==> src/rtl/fetch_pkg.sv <==
// Shared definitions for the instruction fetch stage: state encoding, reset
// address default and PC arithmetic helpers.
package fetch_pkg;

  typedef enum logic [1:0] {
    StReq   = 2'd0,
    StWait  = 2'd1,
    StHold  = 2'd2,
    StFlush = 2'd3
  } fetch_state_e;

  localparam logic [31:0] DefaultResetPc = 32'h8002_0000;
  localparam int unsigned InsnBytes      = 4;

  // Sequential fetch address; wraps modulo 2^32.
  function automatic logic [31:0] next_pc(input logic [31:0] cur);
    return cur + 32'(InsnBytes);
  endfunction

  function automatic logic [31:0] align_pc(input logic [31:0] target);
    return {target[31:2], 2'b00};
  endfunction

endpackage

==> src/rtl/fetch_buffer.sv <==
// One-entry pc/insn holding register used when a response arrives while the
// output slot is still occupied by a stalled instruction.
module fetch_buffer (
  input  logic        clk_i,
  input  logic        rst_i,
  input  logic        load_i,
  input  logic        drain_i,
  input  logic        clear_i,
  input  logic [31:0] pc_i,
  input  logic [31:0] insn_i,
  output logic        full_o,
  output logic [31:0] pc_o,
  output logic [31:0] insn_o
);

  logic        full_q;
  logic [31:0] pc_q;
  logic [31:0] insn_q;

  // Clear wins over load so a redirect discards a same-cycle capture.
  always_ff @(posedge clk_i or posedge rst_i) begin
    if (rst_i) begin
      full_q <= 1'b0;
      pc_q   <= '0;
      insn_q <= '0;
    end else if (clear_i) begin
      full_q <= 1'b0;
    end else if (load_i) begin
      full_q <= 1'b1;
      pc_q   <= pc_i;
      insn_q <= insn_i;
    end else if (drain_i) begin
      full_q <= 1'b0;
    end
  end

  assign full_o = full_q;
  assign pc_o   = pc_q;
  assign insn_o = insn_q;

endmodule

==> src/rtl/fetch.sv <==
// Instruction fetch stage: single outstanding imem read, registered pc/insn to
// decode, downstream stall and redirect with flush of in-flight reads.
module fetch
  import fetch_pkg::*;
#(
  parameter logic [31:0] RESET_PC = DefaultResetPc
) (
  input  logic        clk,
  input  logic        reset,
  input  logic        stall,
  input  logic        redirect,
  input  logic [31:0] redirect_pc,
  output logic        imem_req,
  output logic [31:0] imem_addr,
  input  logic        imem_rvalid,
  input  logic [31:0] imem_rdata,
  output logic [31:0] pc,
  output logic [31:0] insn,
  output logic        valid_insn
);

  fetch_state_e state_q, state_d;
  logic [31:0]  fpc_q, fpc_d;
  logic [31:0]  pc_q, pc_d;
  logic [31:0]  insn_q, insn_d;
  logic         valid_q, valid_d;

  logic         buf_load, buf_drain, buf_clear, buf_full;
  logic [31:0]  buf_pc, buf_insn;
  logic         slot_free;

  fetch_buffer u_buffer (
    .clk_i   (clk),
    .rst_i   (reset),
    .load_i  (buf_load),
    .drain_i (buf_drain),
    .clear_i (buf_clear),
    .pc_i    (fpc_q),
    .insn_i  (imem_rdata),
    .full_o  (buf_full),
    .pc_o    (buf_pc),
    .insn_o  (buf_insn)
  );

  assign slot_free = ~valid_q | ~stall;

  always_comb begin
    state_d   = state_q;
    fpc_d     = fpc_q;
    pc_d      = pc_q;
    insn_d    = insn_q;
    // The presented instruction is consumed whenever decode is not stalling.
    valid_d   = valid_q & stall;
    buf_load  = 1'b0;
    buf_drain = 1'b0;
    buf_clear = 1'b0;

    if (redirect) begin
      fpc_d     = align_pc(redirect_pc);
      valid_d   = 1'b0;
      buf_clear = 1'b1;
      unique case (state_q)
        StReq:   state_d = StFlush;
        StWait:  state_d = imem_rvalid ? StReq : StFlush;
        StHold:  state_d = StReq;
        StFlush: state_d = imem_rvalid ? StReq : StFlush;
        default: state_d = StReq;
      endcase
    end else begin
      // imem_rvalid in StReq/StHold is a protocol violation and is ignored.
      unique case (state_q)
        StReq: state_d = StWait;
        StWait: begin
          if (imem_rvalid) begin
            if (slot_free) begin
              pc_d    = fpc_q;
              insn_d  = imem_rdata;
              valid_d = 1'b1;
              fpc_d   = next_pc(fpc_q);
              state_d = StReq;
            end else begin
              buf_load = 1'b1;
              state_d  = StHold;
            end
          end
        end
        StHold: begin
          if (!stall && buf_full) begin
            pc_d      = buf_pc;
            insn_d    = buf_insn;
            valid_d   = 1'b1;
            fpc_d     = next_pc(fpc_q);
            buf_drain = 1'b1;
            state_d   = StReq;
          end
        end
        StFlush: begin
          if (imem_rvalid) state_d = StReq;
        end
        default: state_d = StReq;
      endcase
    end
  end

  always_ff @(posedge clk or posedge reset) begin
    if (reset) begin
      state_q <= StReq;
      fpc_q   <= RESET_PC;
      pc_q    <= '0;
      insn_q  <= '0;
      valid_q <= 1'b0;
    end else begin
      state_q <= state_d;
      fpc_q   <= fpc_d;
      pc_q    <= pc_d;
      insn_q  <= insn_d;
      valid_q <= valid_d;
    end
  end

  // Reset gates the request so nothing is issued while the stage is held.
  assign imem_req   = (state_q == StReq) & ~reset;
  assign imem_addr  = fpc_q;
  assign pc         = pc_q;
  assign insn       = insn_q;
  assign valid_insn = valid_q;

endmodule

==> config.mk <==
export PLATFORM = sky130hd
export DESIGN_NAME = fetch
export DESIGN_NICKNAME = d
export VERILOG_FILES = /design/src/rtl/fetch_pkg.sv /design/src/rtl/fetch_buffer.sv /design/src/rtl/fetch.sv
export SDC_FILE = /design/constraint.sdc
export NUM_CORES = 1
export LEC_CHECK = 0
export ABC_AREA = 1
export ABC_CLOCK_PERIOD_IN_PS = 5600
export BUFFER_PORTS_ARGS = -buffer_cell sky130_fd_sc_hd__clkbuf_2
export CAP_MARGIN = 20
export CORE_MARGIN = 1.5
export CORE_UTILIZATION = 50
export DETAILED_ROUTE_END_ITERATION = 10
export PLACE_DENSITY = 0.74
export SETUP_SLACK_MARGIN = 0.02
export SLEW_MARGIN = 20
export SYNTH_ARGS = -nofsm -noshare
export SYNTH_HDL_FRONTEND = slang
export SYNTH_SLANG_ARGS = --single-unit
==> constraint.sdc <==
create_clock -name clk -period 5.6 [get_ports clk]
set_input_delay 0.56 -clock clk [delete_from_list [all_inputs] [get_ports clk]]
set_output_delay 0.56 -clock clk [all_outputs]
set_load 0.01 [all_outputs]
==> results of run 1 <==
-- routing by layer --
metal / routed length, um / GRT usage (%) / share of wire, % / vias up
li1: - / - / - / 3502
met1: 8520 / 31.2 / 47 / 3152
met2: 8040 / 34.7 / 45 / 211
met3: 1070 / 4.37 / 6.0 / 26
met4: 308 / 8.66 / 1.7 / 0
met5: 0 / 0 / 0 / -
-- through the flow --
stage | hold WS [ps] | std cells | power, W | instance area [sq um] | util (%)
after floorplan | 453 | 1040 | 0.00321 | 7910 | -
after global placement | 466 | 1363 | 0.00378 | 8740 | 57.1
after detailed placement | 473 | 1363 | 0.00385 | 8740 | 57.1
after CTS | 338 | 1394 | 0.00500 | 9320 | 60.8
after global routing | 359 | 1394 | 0.00535 | 9330 | 60.9
final | 311 | 1394 | 0.00497 | 9330 | 60.9
-- kinds of logic (layout without fill, tap and decap cells) --
logic type,after synthesis,count (layout),synth area share (%)
AOI/OAI and AO/OA,221,221,14.6
other,1,4,0.0475
xor gates and xnor gates,13,13,1.44
DFF,158,158,50.1
and+or+nand+nor,439,439,22.1
adders and majority gates,6,6,0.951
buffers and inverters,199,342,10.8
-- worst max-delay path by stage --
| stage | startpoint | endpoint | slack, ps | depth (start not counted) |
|---|---|---|---|---|
| 3_3_place_gp | redirect | imem_addr[16] | 2740 | 7 |
| 4_1_cts | redirect | imem_addr[16] | 3100 | 7 |
| 2_1_floorplan | reset | imem_addr[10] | 780 | 1 |
| 6_report | redirect | imem_addr[16] | 3080 | 7 |
| 3_5_place_dp | redirect | imem_addr[16] | 2660 | 7 |
| 5_1_grt | redirect | imem_addr[16] | 2890 | 7 |
-- cell type report --
class / count / area share, %
Sequential cell: 158 / 42.4
Multi-Input combinational cell: 683 / 33.6
Timing Repair Buffer: 164 / 9.04
Inverter: 147 / 5.97
Clock buffer: 21 / 4.94
Tap cell: 211 / 2.83
Clock inverter: 10 / 1.23
-- power groups by stage --
stage               Clock (W)  Combinational (W)  Sequential (W)
detailed placement          0            0.00191         0.00194
global route          0.00119            0.00218         0.00199
floorplan                   0            0.00119         0.00202
CTS                   0.00115            0.00192         0.00193
finish                0.00113            0.00191         0.00193
global placement            0            0.00186         0.00192
-- worst register-to-register path: stages (launching register included) --
cell and delay (ps):
dfrtp_1 420, inv_1 150, ha_1 250, inv_2 60, o21ai_0 170, nand3_1 460
buf_4 410, a21boi_0 200, o21ai_0 110
-- layout by cell type, fill, tap and decap left out, drive strengths merged, types with 2 or more instances in the layout --
master,instances
nand2,339
o21ai,204
clkbuf,181
dfrtp,156
inv,146
nor2,53
nand3,42
xor2,12
o211ai,8
ha,6
clkinv,6
a21boi,5
conb,4
buf,4
clkinvlp,3
a21oi,3
bufinv,2
dfstp,2
nand4,2
-- flip-flops by register name (all words and copies together), names as in the netlist --
name	count
insn	32
u_buffer.insn_o	32
imem_addr	30
pc	30
u_buffer.pc_o	30
state_q	2
u_buffer.full_o	1
valid_insn	1
==> results by group, run 1 <==
Status
  • Status: completed

Clocking
  • Worst-Skew Late Latency: 420 ps
  • Post-CTS Setup Bufs: 0
  • Total CTS buffers: 17
  • Hold buffers post-CTS: 0
  • Clock sinks: 158
  • Clock Tree Root: clkbuf_16
  • Clk buf depth: 2
  • Clk slew on worst S/H paths: 60 ps
  • CTS H-tree lvls: 4
  • Cells resized by post-CTS repair: 0
  • TritonCTS clock tree: yes

GRT
  • Initial antenna violation count: 0
  • Gr usage total: 22.4%
  • First-pass GRT wire length: 29.4 mm
  • Overflow after GRT: 0
  • Largest net degree at the start of global routing: 126
  • Vias in the first global route: 6122

Critical path
  • Max FO, Critical Path: 32
  • Reg2reg path depth: 8
  • Reg2Reg Setup Slack: 3250 ps
  • Worst Setup End Kind: flop
  • CP startpoint kind: input port
  • Reg2reg end: imem_addr[16]
  • Buf+Inv Stages, Crit Path: 3
  • Setup CP Type: in -> reg
  • Slowest stage delay, CP: 560 ps
  • Most Frequent Cell on Critical Path: nand3_1
  • Worst endpoint data arrival time: 2810 ps
  • Worst EP required: 5890 ps
  • Crit path cell chain: clkbuf_2 -> inv_2 -> nand3_1 -> nand3_1 -> buf_4 -> a21boi_0 -> o21ai_0
  • Slowest stage cell, crit path: clkbuf_2
  • CP top delay family: buffers and inverters
  • Reg-to-reg startpoint: state_q[1]

Timing
  • Fin. Hold Viols: 0
  • Setup TNS Final: 0 ps
  • Period utilization: 45.0%
  • Setup Skew: 6.59 ps
  • Final-report setup violation count: 0
  • Final WS setup: 3080 ps
  • Fmax: 397 MHz
  • Measured slew at the worst slew-check pin: 1070 ps
  • Max Slew Vio Count: 0
  • Unrepaired setup endpoints after global routing: false
  • Crit path time final: 2520 ps
  • Rel. slew slack: 28.8%

Drt
  • Wire per inst: 12.9 um
  • First-pass DRT Iterations: 5
  • Final WL: 17.9 mm
  • Post-route DRC: 0
  • Routed Antenna Nets: 0
  • Via count: 6891
  • Via-to-Cell Ratio: 4.94
  • DRT iter0 DRCs: 406

Pwr
  • PD cells: 533 nW/um^2
  • Combinational power share: 38.5%
  • Clk network pwr share: 22.7%
  • Leak pwr: 4.70 nW
  • Peak supply drop: 0.372 mV
  • Part of the power in registers: 38.8%
  • Pint: 0.00293 W
  • Sw Share: 41.0%
  • Psw: 0.00204 W

Cells and area
  • Layout cells sized above 1: 17.3%
  • Reg area: 3960 sq um
  • Area of the multi-input gates: 3130 sq um
  • Nets: 1246
  • Syn-to-layout area delta: 18.1%
  • # diodes: 0
  • Fill cells: 1451

Floorplan
  • Initial Util: 51.6%
  • Die Span Y: 129 um
  • Die W: 129 um
  • Core ar.: 15300 sq um
  • IO Pins: 167
  • Row cnt: 45
  • Die ar.: 16600 sq um

Placed design
  • Post-Place Setup Slack: 2660 ps
  • Post-DP HPWL: 12.1 mm
  • IO Port Bufs: 160
  • Global placement routability congestion: 0.873

Synthesis
  • Cell taking the most area after synthesis: dfrtp_1
  • EDFF count, synth: 0
  • Async SR Flop Fraction: 100%
  • Mean Syn Cell Area: 7.62 sq um
  • Most frequent cells after synthesis: nand2_1, dfrtp_1, o21ai_0
  • Sequential cell area fraction in the yosys report: 50.1%
  • Synth cell types: 31
  • Yosys reg bits: 158
  • Cells after Synth: 1037
  • Post-Syn Area: 7900 sq um
  • Post-synth top area share: 49.4%
  • Syn. warnings: 0
  • Top cells by area, synth: dfrtp_1, nand2_1, o21ai_0, inv_1, o21ai_1
  • Top_reg_cell synth: dfrtp_1
  • Most common cell in the netlist: nand2_1

Hold path
  • Hold crit path type: in -> async

Job
  • Max cap viols: 0
No activity file was read; power rests on OpenSTA's default activity.
==> run 2, diff against run 1 <==
--- a/config.mk
+++ b/config.mk
@@ -5,14 +5,14 @@
 export SDC_FILE = /design/constraint.sdc
 export NUM_CORES = 1
 export LEC_CHECK = 0
-export ABC_AREA = 1
-export ABC_CLOCK_PERIOD_IN_PS = 5600
+export ABC_AREA = 0
+export ABC_CLOCK_PERIOD_IN_PS = 2500
 export BUFFER_PORTS_ARGS = -buffer_cell sky130_fd_sc_hd__clkbuf_2
 export CAP_MARGIN = 20
 export CORE_MARGIN = 1.5
 export CORE_UTILIZATION = 50
 export DETAILED_ROUTE_END_ITERATION = 10
-export PLACE_DENSITY = 0.74
+export PLACE_DENSITY = 0.75
 export SETUP_SLACK_MARGIN = 0.02
 export SLEW_MARGIN = 20
 export SYNTH_ARGS = -nofsm -noshare
==> constraint.sdc (replaced) <==
create_clock -name clk -period 2.5 [get_ports clk]
set_input_delay 0.25 -clock clk [delete_from_list [all_inputs] [get_ports clk]]
set_output_delay 0.25 -clock clk [all_outputs]
set_load 0.01 [all_outputs]
==> run 2 against run 1 <==
  * Die area shrank 8.0%
  * Via count is 22% lower
  * Register-to-register slack worse by 3000 ps
  * Clock skew is 1.7 ps higher
  * Count of clock-buffer cells in the layout down 1
  * Clock power increased by 130%
  * Final cell count shrank 29%
  * Highest routed layer unchanged
  * Routed wire length decreased by 9.4%
  * Flip-flop and latch count did not move
  * Power increased by 97%
  * First-iteration DRC count fell by 39%
==> results by group, run 2 <==
Hold path
  • WHS Path Cells: 3
  • Worst Hold End: imem_addr[31]
  • Min-delay src: redirect_pc[31]
  • Hold crit path type: in -> reg

Critical path
  • Worst Setup End Kind: flop
  • Worst EP required: 2850 ps (-3040 ps)
  • Reg2Reg Setup Slack: 220 ps (-3030 ps)
  • Crit path cell chain: inv_1 -> ha_4 -> nand2_2 -> a211o_1 -> a21o_1 -> or4_1 -> a31oi_1
  • Setup CP Type: reg -> reg
  • Max FO, Critical Path: 8 (-75%)
  • Reg2reg path depth: 7 (-1)
  • Reg-to-reg startpoint: state_q[1]
  • Worst endpoint data arrival time: 2620 ps (-190 ps)
  • Reg2reg end: imem_addr[31]
  • Slowest stage delay, CP: 510 ps (-50 ps)
  • Slowest stage cell, crit path: or4_1
  • CP startpoint kind: flop

Timing
  • Final-report setup violation count: 0 (unchanged)
  • Setup TNS Final: 0 ps (unchanged)
  • Setup Skew: 8.29 ps (+1.70 ps)
  • Final WS setup: 223 ps (-2860 ps)
  • Period utilization: 91.1%
  • Crit path time final: 2280 ps
  • Max Slew Vio Count: 0 (unchanged)
  • Fin. Hold Viols: 0 (unchanged)
  • Measured slew at the worst slew-check pin: 804 ps (-264 ps)
  • Unrepaired setup endpoints after global routing: false
  • Fmax: 439 MHz
  • Rel. slew slack: 46.4% (+18 points)

Floorplan
  • IO Pins: 167 (unchanged)
  • Row cnt: 43 (-4.4%)
  • Die Span Y: 123 um (-4.1%)
  • Die W: 123 um (-4.1%)
  • Die ar.: 15200 sq um (-8.0%)
  • Core ar.: 14000 sq um (-8.3%)
  • Initial Util: 51.7% (+0.084 points)

Clocking
  • Total CTS buffers: 17 (unchanged)
  • TritonCTS clock tree: yes
  • Worst-Skew Late Latency: 430 ps (about the same)
  • Clock Tree Root: clkbuf_16
  • Clk buf depth: 2 (unchanged)
  • CTS H-tree lvls: 4 (unchanged)
  • Clk slew on worst S/H paths: 60 ps (about the same)
  • Clock sinks: 158 (unchanged)

Synthesis
  • Yosys reg bits: 158 (unchanged)
  • Mean Syn Cell Area: 11.3 sq um (+49%)
  • Most frequent cells after synthesis: dfrtp_1, nor2_1, a21oi_1
  • Top_reg_cell synth: dfrtp_1
  • Cells after Synth: 640 (-38%)
  • Sequential cell area fraction in the yosys report: 54.5% (+4.5 points)
  • Async SR Flop Fraction: 100% (unchanged)
  • Post-Syn Area: 7250 sq um (-8.2%)
  • Cell taking the most area after synthesis: dfrtp_1
  • Post-synth top area share: 53.8% (+4.4 points)
  • Synth cell types: 51 (+65%)
  • Top cells by area, synth: dfrtp_1, mux2_2, mux2i_1, a21oi_1, nor2_1
  • Most common cell in the netlist: dfrtp_1
  • Syn. warnings: 0 (unchanged)
  • EDFF count, synth: 0 (unchanged)

Pwr
  • Pwr Total: 0.00979 W (+97%)
  • Pint: 0.00637 W (+120%)
  • Psw: 0.00342 W (+68%)
  • Leak pwr: 4.15 nW (-12%)
  • Peak supply drop: 0.690 mV (+85%)
  • Sw Share: 34.9% (-6.1 points)
  • PD cells: 1100 nW/um^2 (+110%)
  • Part of the power in registers: 39.7% (+0.9 points)
  • Clk network pwr share: 26.4% (+3.7 points)
  • Combinational power share: 33.9% (-4.6 points)

Placed design
  • Global placement routability congestion: 0.837 (-4.1%)
  • Post-DP Area: 8290 sq um (-5.1%)
  • Post-Place Setup Slack: 92.3 ps (-2570 ps)
  • Post-DP HPWL: 11.1 mm (-8.6%)
  • IO Port Bufs: 160 (unchanged)
  • Cells after DPL: 954 (-30%)

GRT
  • Overflow after GRT: 0 (unchanged)
  • Vias in the first global route: 5318 (-13%)
  • Largest net degree at the start of global routing: 87 (-31%)
  • GR Util met3: 6.73% (+2.4 points)
  • Initial antenna violation count: 0 (unchanged)
  • First-pass GRT wire length: 25.8 mm (-12%)
  • Met2 Usage GRT: 36.8% (+2.1 points)
  • Gr usage total: 22.1% (-0.23 points)
  • GR peak layer: met2
  • M1 GR Usage: 27.3% (-3.9 points)

Drt
  • Routed Antenna Nets: 0 (unchanged)
  • Wire per inst: 16.5 um (+28%)
  • Via-to-Cell Ratio: 5.46 (+11%)
  • DRT iter0 DRCs: 247 (-39%)
  • Final WL: 16.2 mm (-9.4%)
  • Post-route DRC: 0 (unchanged)
  • First-pass DRT Iterations: 6 (+1)
  • Via count: 5393 (-22%)

Cells and area
  • Fin cells: 987 (-29%)
  • Reg area: 3960 sq um (unchanged)
  • Nets: 869 (-30%)
  • Area of the multi-input gates: 3140 sq um (+0.36%)
  • # diodes: 0 (unchanged)
  • Syn-to-layout area delta: 22.8%
  • Final instance area: 8910 sq um (-4.5%)
  • Layout cells sized above 1: 35.6% (+18 points)
  • Most frequent cells in the layout: clkbuf_2, dfrtp_1, nor2_1
  • Most common cell after layout, fill and taps aside: clkbuf_2
  • Fill cells: 1110 (-24%)

Status
  • Status: completed

Job
  • Max cap viols: 0 (unchanged)
[run 2: cell types whose count changed after synthesis, moves of 7 or more]
cell	change
inv_1	-138
o21ai_1	-50
o2111ai_1	+9
buf_6	-7
nand2_1	-312
nand3_1	-35
mux2i_1	+64
o21ai_0	-125
a31oi_1	+8
buf_1	+7
mux2_2	+64
a21oi_1	+65
nor2_1	+21
[run 2: critical path: cells and delay by family, from the launching register on]
family | cells | cell delay, ps
AOI/OAI and AO/OA | 3 | 750
adders and majority gates | 1 | 200
buffers and inverters | 1 | 190
DFF | 1 | 440
and+or+nand+nor | 2 | 620
[run 2: what timing repair did]
item / in CTS / in global routing
setup buffers: 0 / 0
gates resized for setup: 0 / 4
hold buffers: 1 / 0
setup endpoints to repair: 0 / 9
hold endpoints to repair: 6 / 0
[run 2: layout make-up]
cell class / instances / area share, %
Timing Repair Buffer: 174 / 10.9
Clock inverter: 12 / 1.50
Sequential cell: 158 / 44.4
Clock buffer: 20 / 5.13
Tap cell: 180 / 2.53
Inverter: 6 / 0.295
Multi-Input combinational cell: 437 / 35.2
[run 2: how the worst max path moves through the flow]
stage                    endpoint  cells past startpoint  slack [ps]  startpoint
detailed placement  imem_addr[23]                      8          90  state_q[1]
CTS                 imem_addr[23]                      8          70  state_q[1]
floorplan           imem_addr[10]                      1         250       reset
global route        imem_addr[28]                      7          50  state_q[0]
global placement    imem_addr[23]                      8         190  state_q[1]
finish              imem_addr[31]                      7         220  state_q[1]
[run 2: cells by family (layout without fill, tap and decap cells)]
| logic type | Yosys count | in the layout | synth area share, % |
|---|---|---|---|
| AO/OA/AOI/OAI | 130 | 130 | 10.5 |
| XOR/XNOR | 19 | 19 | 2.29 |
| flip-flops | 158 | 158 | 54.5 |
| other | 1 | 4 | 0.0517 |
| buffers and inverters | 48 | 212 | 2.98 |
| adder cells (fa/ha/maj) | 6 | 6 | 1.03 |
| multiplexers | 128 | 128 | 18.8 |
| AND/OR/NAND/NOR | 150 | 150 | 9.83 |
[run 2: routing by layer]
metal / vias up / routed length [um]
li1: 2567 / -
met1: 2651 / 7060
met2: 151 / 7780
met3: 24 / 1140
met4: 0 / 272
met5: - / 0
[run 2: through the flow]
stage | hold WS, ps | util (%)
4_1_cts | 9.61 | 63.3
2_1_floorplan | 361 | -
3_5_place_dp | 195 | 59.1
6_report | 32.4 | 63.5
3_3_place_gp | 190 | 59.1
5_1_grt | 31.6 | 63.5
[run 2: power by group through the flow]
stage	registers [W]	logic [W]	clock network [W]
2_1_floorplan	0.00410	0.00194	0
3_3_place_gp	0.00387	0.00320	0
3_5_place_dp	0.00393	0.00333	0
4_1_cts	0.00389	0.00335	0.00263
5_1_grt	0.00400	0.00368	0.00274
6_report	0.00389	0.00332	0.00258
==> run 3, diff against run 2 <==
--- a/config.mk
+++ b/config.mk
@@ -9,11 +9,11 @@
 export ABC_CLOCK_PERIOD_IN_PS = 2500
 export BUFFER_PORTS_ARGS = -buffer_cell sky130_fd_sc_hd__clkbuf_2
 export CAP_MARGIN = 20
-export CORE_MARGIN = 1.5
+export CORE_MARGIN = 2
 export CORE_UTILIZATION = 50
 export DETAILED_ROUTE_END_ITERATION = 10
 export PLACE_DENSITY = 0.75
-export SETUP_SLACK_MARGIN = 0.02
+export SETUP_SLACK_MARGIN = 0.5
 export SLEW_MARGIN = 20
 export SYNTH_ARGS = -nofsm -noshare
 export SYNTH_HDL_FRONTEND = slang
==> run 3 against run 2 <==
  * Clock skew is 0.53 ps lower
  * Register-to-register slack gained 220 ps
  * Final area grew 3.9%
  * Routed wire length increased by 8.9%
  * Critical path type unchanged
  * Critical endpoint unchanged
  * Highest routed layer is now met5
==> results by group, run 3 (synthesis results as in run 2) <==
Drt
  • Post-route DRC: 0 (unchanged)
  • DRT iter0 DRCs: 353 (+43%)
  • Wire per inst: 17.6 um (+7.0%)
  • First-pass DRT Iterations: 4 (-2)
  • Routed Antenna Nets: 0 (unchanged)
  • Via count: 5590 (+3.7%)
  • Final WL: 17.7 mm (+8.9%)
  • Via-to-Cell Ratio: 5.57 (+1.9%)

Job
  • Max cap viols: 0 (unchanged)

Critical path
  • Reg-to-reg startpoint: state_q[1]
  • CP top delay family: compound AO/OA/AOI/OAI gates
  • Crit path cell chain: buf_12 -> ha_4 -> buf_12 -> a211o_4 -> a21o_4 -> or4_1 -> a31oi_1
  • Most Frequent Cell on Critical Path: buf_12
  • Buf+Inv Stages, Crit Path: 2 (+1)
  • Setup CP Type: reg -> reg
  • Slowest stage delay, CP: 440 ps (-70 ps)
  • Worst Setup SP: state_q[1]
  • Worst EP required: 2850 ps (about the same)
  • CP startpoint kind: flop
  • Slowest stage cell, crit path: dfrtp_2
  • Worst Setup End Kind: flop
  • Worst endpoint data arrival time: 2400 ps (-220 ps)
  • Reg2reg end: imem_addr[31]
  • Reg2Reg Setup Slack: 450 ps (+220 ps)
  • Reg2reg path depth: 7 (unchanged)
  • Max FO, Critical Path: 7 (-1)

Placed design
  • Post-DP HPWL: 11.0 mm (-0.29%)
  • IO Port Bufs: 160 (unchanged)
  • Cells after DPL: 955 (+0.10%)
  • Global placement routability congestion: 0.794 (-5.1%)

Timing
  • Max Slew Vio Count: 0 (unchanged)
  • Measured slew at the worst slew-check pin: 841 ps (+36.5 ps)
  • Unrepaired setup endpoints after global routing: true
  • Fin. Hold Viols: 0 (unchanged)
  • Setup Skew: 7.77 ps (-0.525 ps)
  • Crit path time final: 2050 ps (-223 ps)
  • Final-report setup violation count: 0 (unchanged)
  • Period utilization: 82.1% (-8.9 points)
  • Fmax: 487 MHz (+11%)
  • Setup TNS Final: 0 ps (unchanged)
  • Rel. slew slack: 43.9% (-2.4 points)

Hold path
  • Min-delay src: redirect_pc[31]
  • Worst Hold End: imem_addr[31]
  • Hold crit path type: in -> reg
  • WHS Path Cells: 3 (unchanged)

Floorplan
  • Die ar.: 15500 sq um (+1.6%)
  • Initial Util: 50.5% (-1.2 points)
  • IO Pins: 167 (unchanged)
  • Core ar.: 14400 sq um (+2.3%)
  • Row cnt: 44 (+2.3%)
  • Die W: 124 um (+0.81%)
  • Die Span Y: 124 um (+0.81%)

Cells and area
  • Fin util: 64.4% (+0.97 points)
  • Fin cells: 1004 (+1.7%)
  • Fill cells: 1111 (+0.090%)
  • Layout cells sized above 1: 39.0% (+3.5 points)
  • Most frequent cells in the layout: clkbuf_2, dfrtp_1, nor2_1
  • Nets: 883 (+1.6%)
  • Most common cell after layout, fill and taps aside: clkbuf_2
  • # diodes: 0 (unchanged)
  • Syn-to-layout area delta: 27.6%

Pwr
  • PD cells: 1110 nW/um^2 (+1.5%)
  • Peak supply drop: 0.485 mV (-30%)
  • Leak pwr: 4.26 nW (+2.8%)

Clocking
  • Clk slew on worst S/H paths: 60 ps (about the same)
  • Worst-Skew Late Latency: 420 ps (about the same)
  • Clock Tree Root: clkbuf_16
  • Total CTS buffers: 17 (unchanged)
  • Clk buf depth: 2 (unchanged)
  • CTS H-tree lvls: 4 (unchanged)
  • Clock sinks: 158 (unchanged)
  • TritonCTS clock tree: yes

GRT
  • Largest net degree at the start of global routing: 159 (+83%)
  • Gr usage total: 23.0% (+0.88 points)
  • First-pass GRT wire length: 28.7 mm (+11%)
  • Overflow after GRT: 0 (unchanged)
  • Initial antenna violation count: 1 (+1)
  • Vias in the first global route: 5729 (+7.7%)

Status
  • Status: completed
-- run 3: cell types whose count changed in the layout (fill, tap and decap cells not counted), moves of 3 or more --
| cell | delta |
|---|---|
| o2111ai_1 | -3 |
| buf_4 | +5 |
| o21ai_0 | -6 |
| o21ai_1 | +5 |
| dfrtp_1 | -3 |
| clkinv_2 | +3 |
| buf_6 | +3 |
| dfrtp_2 | +3 |
-- run 3: how the worst max path moves through the flow --
stage | cells after the start | to
2_1_floorplan | 1 | imem_addr[10]
3_3_place_gp | 8 | imem_addr[11]
3_5_place_dp | 8 | imem_addr[13]
4_1_cts | 8 | imem_addr[13]
5_1_grt | 8 | imem_addr[17]
6_report | 7 | imem_addr[31]
-- run 3: report_power, final --
group	internal [W]	total (W)	leakage (nW)	switching (W)
registers	0.00338	0.00390	1.96	0.000523
logic	0.00177	0.00383	2.02	0.00206
clock network	0.00158	0.00258	0.289	0.000997
-- run 3: final cells by class --
cell class / count / area [sq um] / area share, %
well taps: 184 / 230 / 2.49
flip-flops and latches: 158 / 3960 / 42.8
multi-input cells: 437 / 3270 / 35.3
inverters: 6 / 31.3 / 0.338
clock buffers: 19 / 443 / 4.79
repair buffers: 188 / 1180 / 12.8
clock inverters: 12 / 144 / 1.55
-- run 3: timing repair --
item | 4_1_cts | 5_1_grt
hold buffers | 0 | 0
pin swaps | 7 | 13
setup endpoints to repair | 88 | 86
cloned | 1 | 2
hold endpoints to repair | 0 | 0
gates resized for setup | 13 | 36
buffers inserted | 11 | 4
-- run 3: through the flow --
stage	setup slack, ps	hold slack (ps)	instance area, sq um	power [W]
floorplan	251	361	7300	0.00606
global route	394	27.9	9260	0.0109
CTS	494	13.6	9030	0.0101
finish	446	30.4	9260	0.0103
detailed placement	292	462	8280	0.00726
global placement	362	464	8280	0.00707
-- run 3: worst register-to-register path: stages (launching register included) --
cell     delay [ps]
dfrtp_2         440
buf_12          140
ha_4            170
buf_12          120
a211o_4         290
a21o_4          230
or4_1           410
a31oi_1         170
-- run 3: layer usage --
layer / share of wire (%) / track usage (%) / up-vias
li1: - / - / 2610
met1: 43 / 29.0 / 2786
met2: 50 / 38.3 / 171
met3: 5.8 / 5.84 / 21
met4: 1.2 / 8.99 / 2
met5: 0.073 / 0 / -
